===== config.mk =====
export PLATFORM = sky130hd
export DESIGN_NAME = rice_decoder_flat
export DESIGN_NICKNAME = d
export VERILOG_FILES = /design/src/rtl/rice_pkg.sv /design/src/rtl/rice_if.sv /design/src/rtl/rice_bit_shifter.sv /design/src/rtl/rice_decoder.sv /design/src/flat_wrapper.sv
export SDC_FILE = /design/constraint.sdc
export NUM_CORES = 1
export LEC_CHECK = 0
export ABC_CLOCK_PERIOD_IN_PS = 2600
export CORE_UTILIZATION = 40
export DETAILED_ROUTE_END_ITERATION = 8
export HOLD_SLACK_MARGIN = 0.05
export PLACE_DENSITY = 0.69
export SYNTH_ARGS = -nofsm -noshare
export SYNTH_HDL_FRONTEND = slang
export SYNTH_SLANG_ARGS = --single-unit
export TNS_END_PERCENT = 5

===== constraint.sdc =====
create_clock -name iClk -period 2.6 [get_ports iClk]
set_clock_uncertainty 0.15 [all_clocks]
set_input_delay 0.26 -clock iClk [delete_from_list [all_inputs] [get_ports iClk]]
set_output_delay 0.26 -clock iClk [all_outputs]
set_load 0.02 [all_outputs]

===== src/rtl/rice_pkg.sv =====
// Shared types and widths for the FLAC Rice residual path (decoder, demapper, partition parser).
package rice_pkg;

    localparam int MSB_W   = 16;
    localparam int LSB_W   = 16;
    localparam int PARAM_W = 4;
    localparam int CNT_W   = 16;

    // Parameter value that flags an escaped (verbatim) partition; handled by the parser.
    localparam logic [PARAM_W-1:0] RICE_PARAM_ESCAPE = 4'hF;

    typedef enum logic [2:0] {
        IDLE,
        UNARY,
        BINARY,
        OUT,
        DONE
    } state_t;

endpackage


===== src/rtl/rice_if.sv =====
// Bit-stream input and decoded (MSB, LSB) output handshakes of the Rice decoder.
interface rice_if
    import rice_pkg::*;
#(
    parameter int MSB_W = rice_pkg::MSB_W,
    parameter int LSB_W = rice_pkg::LSB_W
);
    logic             iBit;
    logic             iBitValid;
    logic             oBitReady;
    logic [MSB_W-1:0] oMSB;
    logic [LSB_W-1:0] oLSB;
    logic             oValid;
    logic             iReady;

    // slave = decoder side, master = bitstream source plus residual demapper
    modport slave (
        input  iBit, iBitValid, iReady,
        output oBitReady, oMSB, oLSB, oValid
    );

    modport master (
        output iBit, iBitValid, iReady,
        input  oBitReady, oMSB, oLSB, oValid
    );
endinterface


===== src/rtl/rice_bit_shifter.sv =====
// Remainder shift register plus k-bit counter; oLastBit flags that the current bit is the k-th.
module rice_bit_shifter #(
    parameter int LSB_W   = rice_pkg::LSB_W,
    parameter int PARAM_W = rice_pkg::PARAM_W
) (
    input  logic               iClk,
    input  logic               iRst_n,
    input  logic               iClear,
    input  logic               iShift,
    input  logic               iBit,
    input  logic [PARAM_W-1:0] iK,
    output logic [LSB_W-1:0]   oLsb,
    output logic               oLastBit
);
    logic [PARAM_W-1:0] bitCnt;

    // Only meaningful while shifting, where k is known to be non-zero.
    assign oLastBit = (bitCnt == iK - PARAM_W'(1));

    // NOTE: non-blocking assignments keep every flop sampling pre-edge values, so the
    // shift and the counter update stay in lockstep regardless of statement order.
    always_ff @(posedge iClk or negedge iRst_n) begin
        if (!iRst_n) begin
            oLsb   <= '0;
            bitCnt <= '0;
        end else if (iClear) begin
            oLsb   <= '0;
            bitCnt <= '0;
        end else if (iShift) begin
            oLsb   <= {oLsb[LSB_W-2:0], iBit};
            bitCnt <= bitCnt + PARAM_W'(1);
        end
    end
endmodule


===== src/rtl/rice_decoder.sv =====
// Bit-serial Rice codeword decoder for one FLAC residual partition.
// Optional RICE_OVF_DET_EN: adds sticky oErr on unary quotient overflow and drops the partition.
module rice_decoder #(
    parameter int MSB_W   = rice_pkg::MSB_W,
    parameter int LSB_W   = rice_pkg::LSB_W,
    parameter int PARAM_W = rice_pkg::PARAM_W,
    parameter int CNT_W   = rice_pkg::CNT_W
) (
    input  logic               iClk,
    input  logic               iRst_n,
    input  logic               iPartStart,
    input  logic [PARAM_W-1:0] iRiceParam,
    input  logic [CNT_W-1:0]   iPartSamples,
    rice_if.slave              bus,
    output logic               oPartDone,
    output logic               oBusy
`ifdef RICE_OVF_DET_EN
    ,
    output logic               oErr
`endif
);
    import rice_pkg::*;

    state_t             state;
    logic [MSB_W-1:0]   msbCnt;
    logic [CNT_W-1:0]   remCnt;
    logic [PARAM_W-1:0] kReg;
    logic               bitReady;
    logic               valid;
    logic               bitAccept;
    logic               pairAccept;
    logic               shClear;
    logic               shShift;
    logic               shLast;
    logic [LSB_W-1:0]   lsbVal;

    assign bitAccept  = bus.iBitValid && bitReady;
    assign pairAccept = valid && bus.iReady;
    // Remainder restarts at zero for every codeword so k=0 yields LSB=0.
    assign shClear    = (state == IDLE && iPartStart) || pairAccept;
    assign shShift    = (state == BINARY) && bitAccept;

    rice_bit_shifter #(
        .LSB_W   (LSB_W),
        .PARAM_W (PARAM_W)
    ) uShifter (
        .iClk     (iClk),
        .iRst_n   (iRst_n),
        .iClear   (shClear),
        .iShift   (shShift),
        .iBit     (bus.iBit),
        .iK       (kReg),
        .oLsb     (lsbVal),
        .oLastBit (shLast)
    );

    assign bus.oBitReady = bitReady;
    assign bus.oValid    = valid;
    assign bus.oMSB      = msbCnt;
    assign bus.oLSB      = lsbVal;

    // Output flags are updated alongside each transition so they are true flop outputs.
    always_ff @(posedge iClk or negedge iRst_n) begin
        if (!iRst_n) begin
            state     <= IDLE;
            msbCnt    <= '0;
            remCnt    <= '0;
            kReg      <= '0;
            bitReady  <= 1'b0;
            valid     <= 1'b0;
            oPartDone <= 1'b0;
            oBusy     <= 1'b0;
`ifdef RICE_OVF_DET_EN
            oErr      <= 1'b0;
`endif
        end else begin
            oPartDone <= 1'b0;
            unique case (state)
                IDLE: begin
                    if (iPartStart) begin
                        kReg   <= iRiceParam;
                        remCnt <= iPartSamples;
                        msbCnt <= '0;
                        oBusy  <= 1'b1;
`ifdef RICE_OVF_DET_EN
                        oErr   <= 1'b0;
`endif
                        if (iPartSamples == '0) begin
                            state     <= DONE;
                            oPartDone <= 1'b1;
                        end else begin
                            state    <= UNARY;
                            bitReady <= 1'b1;
                        end
                    end
                end
                UNARY: begin
                    if (bitAccept) begin
                        if (!bus.iBit) begin
`ifdef RICE_OVF_DET_EN
                            if (&msbCnt) begin
                                oErr     <= 1'b1;
                                state    <= IDLE;
                                bitReady <= 1'b0;
                                oBusy    <= 1'b0;
                            end else begin
                                msbCnt <= msbCnt + MSB_W'(1);
                            end
`else
                            msbCnt <= msbCnt + MSB_W'(1);
`endif
                        end else if (kReg == '0) begin
                            state    <= OUT;
                            bitReady <= 1'b0;
                            valid    <= 1'b1;
                        end else begin
                            state <= BINARY;
                        end
                    end
                end
                BINARY: begin
                    if (bitAccept && shLast) begin
                        state    <= OUT;
                        bitReady <= 1'b0;
                        valid    <= 1'b1;
                    end
                end
                OUT: begin
                    if (bus.iReady) begin
                        valid  <= 1'b0;
                        msbCnt <= '0;
                        remCnt <= remCnt - CNT_W'(1);
                        if (remCnt == CNT_W'(1)) begin
                            state     <= DONE;
                            oPartDone <= 1'b1;
                        end else begin
                            state    <= UNARY;
                            bitReady <= 1'b1;
                        end
                    end
                end
                DONE: begin
                    state <= IDLE;
                    oBusy <= 1'b0;
                end
                default: begin
                    state    <= IDLE;
                    bitReady <= 1'b0;
                    valid    <= 1'b0;
                    oBusy    <= 1'b0;
                end
            endcase
        end
    end
endmodule


===== src/flat_wrapper.sv =====
// flat-port wrapper written by rule: the top's interface ports become plain ports
module rice_decoder_flat import rice_pkg::*;
#(
    parameter int MSB_W   = rice_pkg::MSB_W,
    parameter int LSB_W   = rice_pkg::LSB_W,
    parameter int PARAM_W = rice_pkg::PARAM_W,
    parameter int CNT_W   = rice_pkg::CNT_W
)
  (iClk, iRst_n, iPartStart, iRiceParam, iPartSamples, oPartDone, oBusy, bus_iBit, bus_iBitValid, bus_iReady, bus_oBitReady, bus_oMSB, bus_oLSB, bus_oValid);
  rice_if #(.MSB_W(MSB_W), .LSB_W(LSB_W)) bus_i ();
  input  logic iClk;
  input  logic iRst_n;
  input  logic iPartStart;
  input  logic [PARAM_W-1:0] iRiceParam;
  input  logic [CNT_W-1:0] iPartSamples;
  output logic oPartDone;
  output logic oBusy;
  input wire logic [$bits(bus_i.iBit)-1:0] bus_iBit;
  input wire logic [$bits(bus_i.iBitValid)-1:0] bus_iBitValid;
  input wire logic [$bits(bus_i.iReady)-1:0] bus_iReady;
  output wire logic [$bits(bus_i.oBitReady)-1:0] bus_oBitReady;
  output wire logic [$bits(bus_i.oMSB)-1:0] bus_oMSB;
  output wire logic [$bits(bus_i.oLSB)-1:0] bus_oLSB;
  output wire logic [$bits(bus_i.oValid)-1:0] bus_oValid;
  assign bus_i.iBit = bus_iBit;
  assign bus_i.iBitValid = bus_iBitValid;
  assign bus_i.iReady = bus_iReady;
  assign bus_oBitReady = bus_i.oBitReady;
  assign bus_oMSB = bus_i.oMSB;
  assign bus_oLSB = bus_i.oLSB;
  assign bus_oValid = bus_i.oValid;
  rice_decoder #(.MSB_W(MSB_W), .LSB_W(LSB_W), .PARAM_W(PARAM_W), .CNT_W(CNT_W)) u_core (.iClk(iClk), .iRst_n(iRst_n), .iPartStart(iPartStart), .iRiceParam(iRiceParam), .iPartSamples(iPartSamples), .bus(bus_i), .oPartDone(oPartDone), .oBusy(oBusy));
endmodule

==> flow_summary.json <==
{
  "outcome": "finished, final reports clean",
  "ys_seq_area_frac": 0.4555,
  "grt_max_degree": 35,
  "path_max_fanout": 5,
  "crit_path_start_kind": "flip-flop",
  "drc": 0,
  "netSwitchingFraction": 0.3798,
  "clk_latency_ps": 340,
  "vias_per_cell": 5.614,
  "setup_violations": 0,
  "clock_sinks": 63,
  "die_w_um": 95.02,
  "cts_resized": 0,
  "rsz0062_at_grt": "false",
  "crit_path_end_kind": "flip-flop",
  "max_freq_mhz": 415.3,
  "fin_ws_ps": 192.2,
  "crit-reg2reg-launch": "u_core.remCnt[0]",
  "final_antenna_net_count": 0,
  "port_buffers": 61,
  "avgSynthCellArea_um2": 8.966,
  "drive_gt1_frac": 0.1109,
  "yosys_register_bits": 63,
  "drv_cap": 0,
  "stdcell_area_mm2": 0.004519,
  "core_mm2": 0.008299,
  "gp_congestion": 0.8217,
  "required_ps": 2670,
  "placed_cell_area_mm2": 0.004254,
  "overflow": 0,
  "clk_root_buffer_cell": "clkbuf_8",
  "cts_tree": "yes",
  "max-slew-margin-rel": 0.5286,
  "yosysWarnings": 0,
  "initial_core_util": 0.4170,
  "synth.distinct_cells": 58,
  "slew_viol_final": 0,
  "p_sw_mw": 1.565,
  "wl_um": 8571,
  "synth_area_mm2": 0.003461,
  "htreeDepth": 3,
  "synth_top_area_frac": 0.4555,
  "cp.arrival_ps": 2480,
  "utilization": 0.5446,
  "hp-class": "input port to flip-flop",
  "dr.pass1.iters": 4,
  "path_clk_slew_ps": 70,
  "synth_edf_count": 0,
  "r2r_end": "u_core.remCnt[14]",
  "row_count": 33,
  "wire_per_inst_um": 15.17,
  "syn_inst": 386,
  "grt_pass1_vias": 2915,
  "fillers": 787,
  "fp.dieH_um": 95.02,
  "synth.area.top_cells": "dfrtp_1, nand2_1, a21oi_1",
  "postCtsHoldBufs": 1,
  "initialDrtViolationCount": 194,
  "setup.worst_path.class": "flip-flop to flip-flop",
  "io_pins": 62,
  "ys_async_sr_fraction": 1.000,
  "worst_ir_drop_vdd_v": 0.0004271,
  "fin_tns_setup_ps": 0,
  "grtUsageTotal": 0.2040,
  "p_comb_frac": 0.385,
  "area_delta_synth_final_pct": 30.59,
  "pwr-share-clk": 0.260,
  "intPower_mw": 2.555,
  "hpwl_um": 6139,
  "seq_power_share": 0.355,
  "period_needed_ps": 2408,
  "syn_nets": 418,
  "hold_end": "u_core.kReg[1]",
  "regToRegSetupSlack_ps": 190,
  "stdcell_count": 565,
  "cts.path.max_buffers": 2,
  "die_area_mm2": 0.009028,
  "timing.final.hold_violations": 0,
  "cts_setup_buffers": 0,
  "grt_pass1_wl_um": 14210,
  "synthFlopType": "dfrtp_1",
  "r2r_cells": 7,
  "min_period_over_period": 0.9261,
  "p_leak_nw": 1.834,
  "place_inst": 548,
  "hp-start": "iRiceParam[1]",
  "vias": 3172,
  "holdPathStages": 3,
  "power.density_mw_per_mm2": 911.6,
  "numCtsBuffers": 9,
  "antennaDiodeCount": 0,
  "antenna_found_initial": 0,
  "tightest_slew_ps": 707.1,
  "synth_top_cell_by_area": "dfrtp_1",
  "place_ws_ps": 213.7,
  "nets": 487
}
[state kept, by name, summed over array words and instances, names as in the netlist]
| name | cells |
|---|---|
| u_core.uShifter.bitCnt | 4 |
| u_core.oBusy | 1 |
| u_core.oPartDone | 1 |
| u_core.uShifter.oLsb | 16 |
| u_core.bus.oBitReady | 1 |
| u_core.bus.oValid | 1 |
| u_core.kReg | 4 |
| u_core.remCnt | 16 |
| u_core.state | 3 |
| u_core.bus.oMSB | 16 |
[synth_stat cells, drive strengths merged (6+ instances only)]
master	count
a21oi	43
buf	9
or4	6
o21ai	23
xor2	11
dfrtp	63
nand3	8
o31ai	7
nor3	7
nor2	32
nor4	9
inv	11
clkbuf	12
nand2	58
ha	6
[final cells by class]
cell class / count / area (µm²) / share of cell area
clock buffer: 11 / 151.4 / 0.03350
clock inverter: 5 / 103.9 / 0.02298
inverter: 11 / 41.29 / 0.009136
multi-input combinational: 291 / 1759 / 0.3893
sequential: 63 / 1577 / 0.3488
tap: 105 / 131.4 / 0.02907
timing repair buffer: 79 / 755.7 / 0.1672
[logic make-up (layout without fill, tap and decap cells)]
kind of cell	after synthesis	count (layout)	share of synthesized area
buffers and inverters	32	106	0.03796
AOI/OAI and AO/OA	110	110	0.1988
adders and majority gates	6	6	0.02169
xor gates and xnor gates	16	16	0.04049
and+or+nand+nor	155	155	0.2328
DFF	63	63	0.4555
muxes	4	4	0.01265
[worst max-delay path, cell delays in order, from the launching register on]
cell and delay, ps:
dfrtp_1 420, inv_1 90, ha_1 200, or4b_4 500
or3_4 380, nor4b_4 280, o21ai_0 110, o2bb2ai_1 150
[power by group through the flow]
| stage | sequential [mW] | combinational, mW | clock (mW) |
|---|---|---|---|
| global placement | 1.46 | 1.54 | 0 |
| floorplan | 1.44 | 1.08 | 0 |
| global route | 1.51 | 1.75 | 1.13 |
| finish | 1.46 | 1.59 | 1.07 |
| detailed placement | 1.48 | 1.57 | 0 |
| CTS | 1.46 | 1.58 | 1.10 |
[metal layers]
metal,wire length (µm),global-route usage,share of wire,vias up
met3,603,0.06380,0.070,12
met1,3791,0.2668,0.44,1519
met2,4070,0.3255,0.47,101
met5,0,0,0,-
li1,-,-,-,1540
met4,106,0.05808,0.012,0
[placed cells by master, fill, tap and decap left out, types with 8 or more instances in the layout]
cell type / instances
dfrtp_1: 63
clkdlybuf4s50_1: 60
nand2_1: 58
a21oi_1: 42
nor2_1: 32
o21ai_0: 22
buf_4: 16
inv_1: 11
xor2_1: 11
clkbuf_8: 11
nor4_1: 9
nand3_1: 8
[per-stage QoR]
step	power [mW]	hold WS [ps]
after global placement	3.001	204.3
after CTS	4.139	337.9
after floorplan	2.521	-185.6
after global routing	4.387	365.3
final	4.120	341.1
after detailed placement	3.050	208.1
[worst max path at each step]
stage	start	slack [ps]	endpoint	depth (start not counted)
floorplan	u_core.remCnt[0]	350	u_core.remCnt[14]	7
global placement	u_core.remCnt[0]	280	u_core.remCnt[14]	7
detailed placement	u_core.remCnt[0]	210	u_core.remCnt[14]	7
CTS	u_core.remCnt[0]	220	u_core.remCnt[14]	7
global route	u_core.remCnt[0]	120	u_core.remCnt[14]	7
finish	u_core.remCnt[0]	190	u_core.remCnt[14]	7
Power figures use the tool's default switching activity.
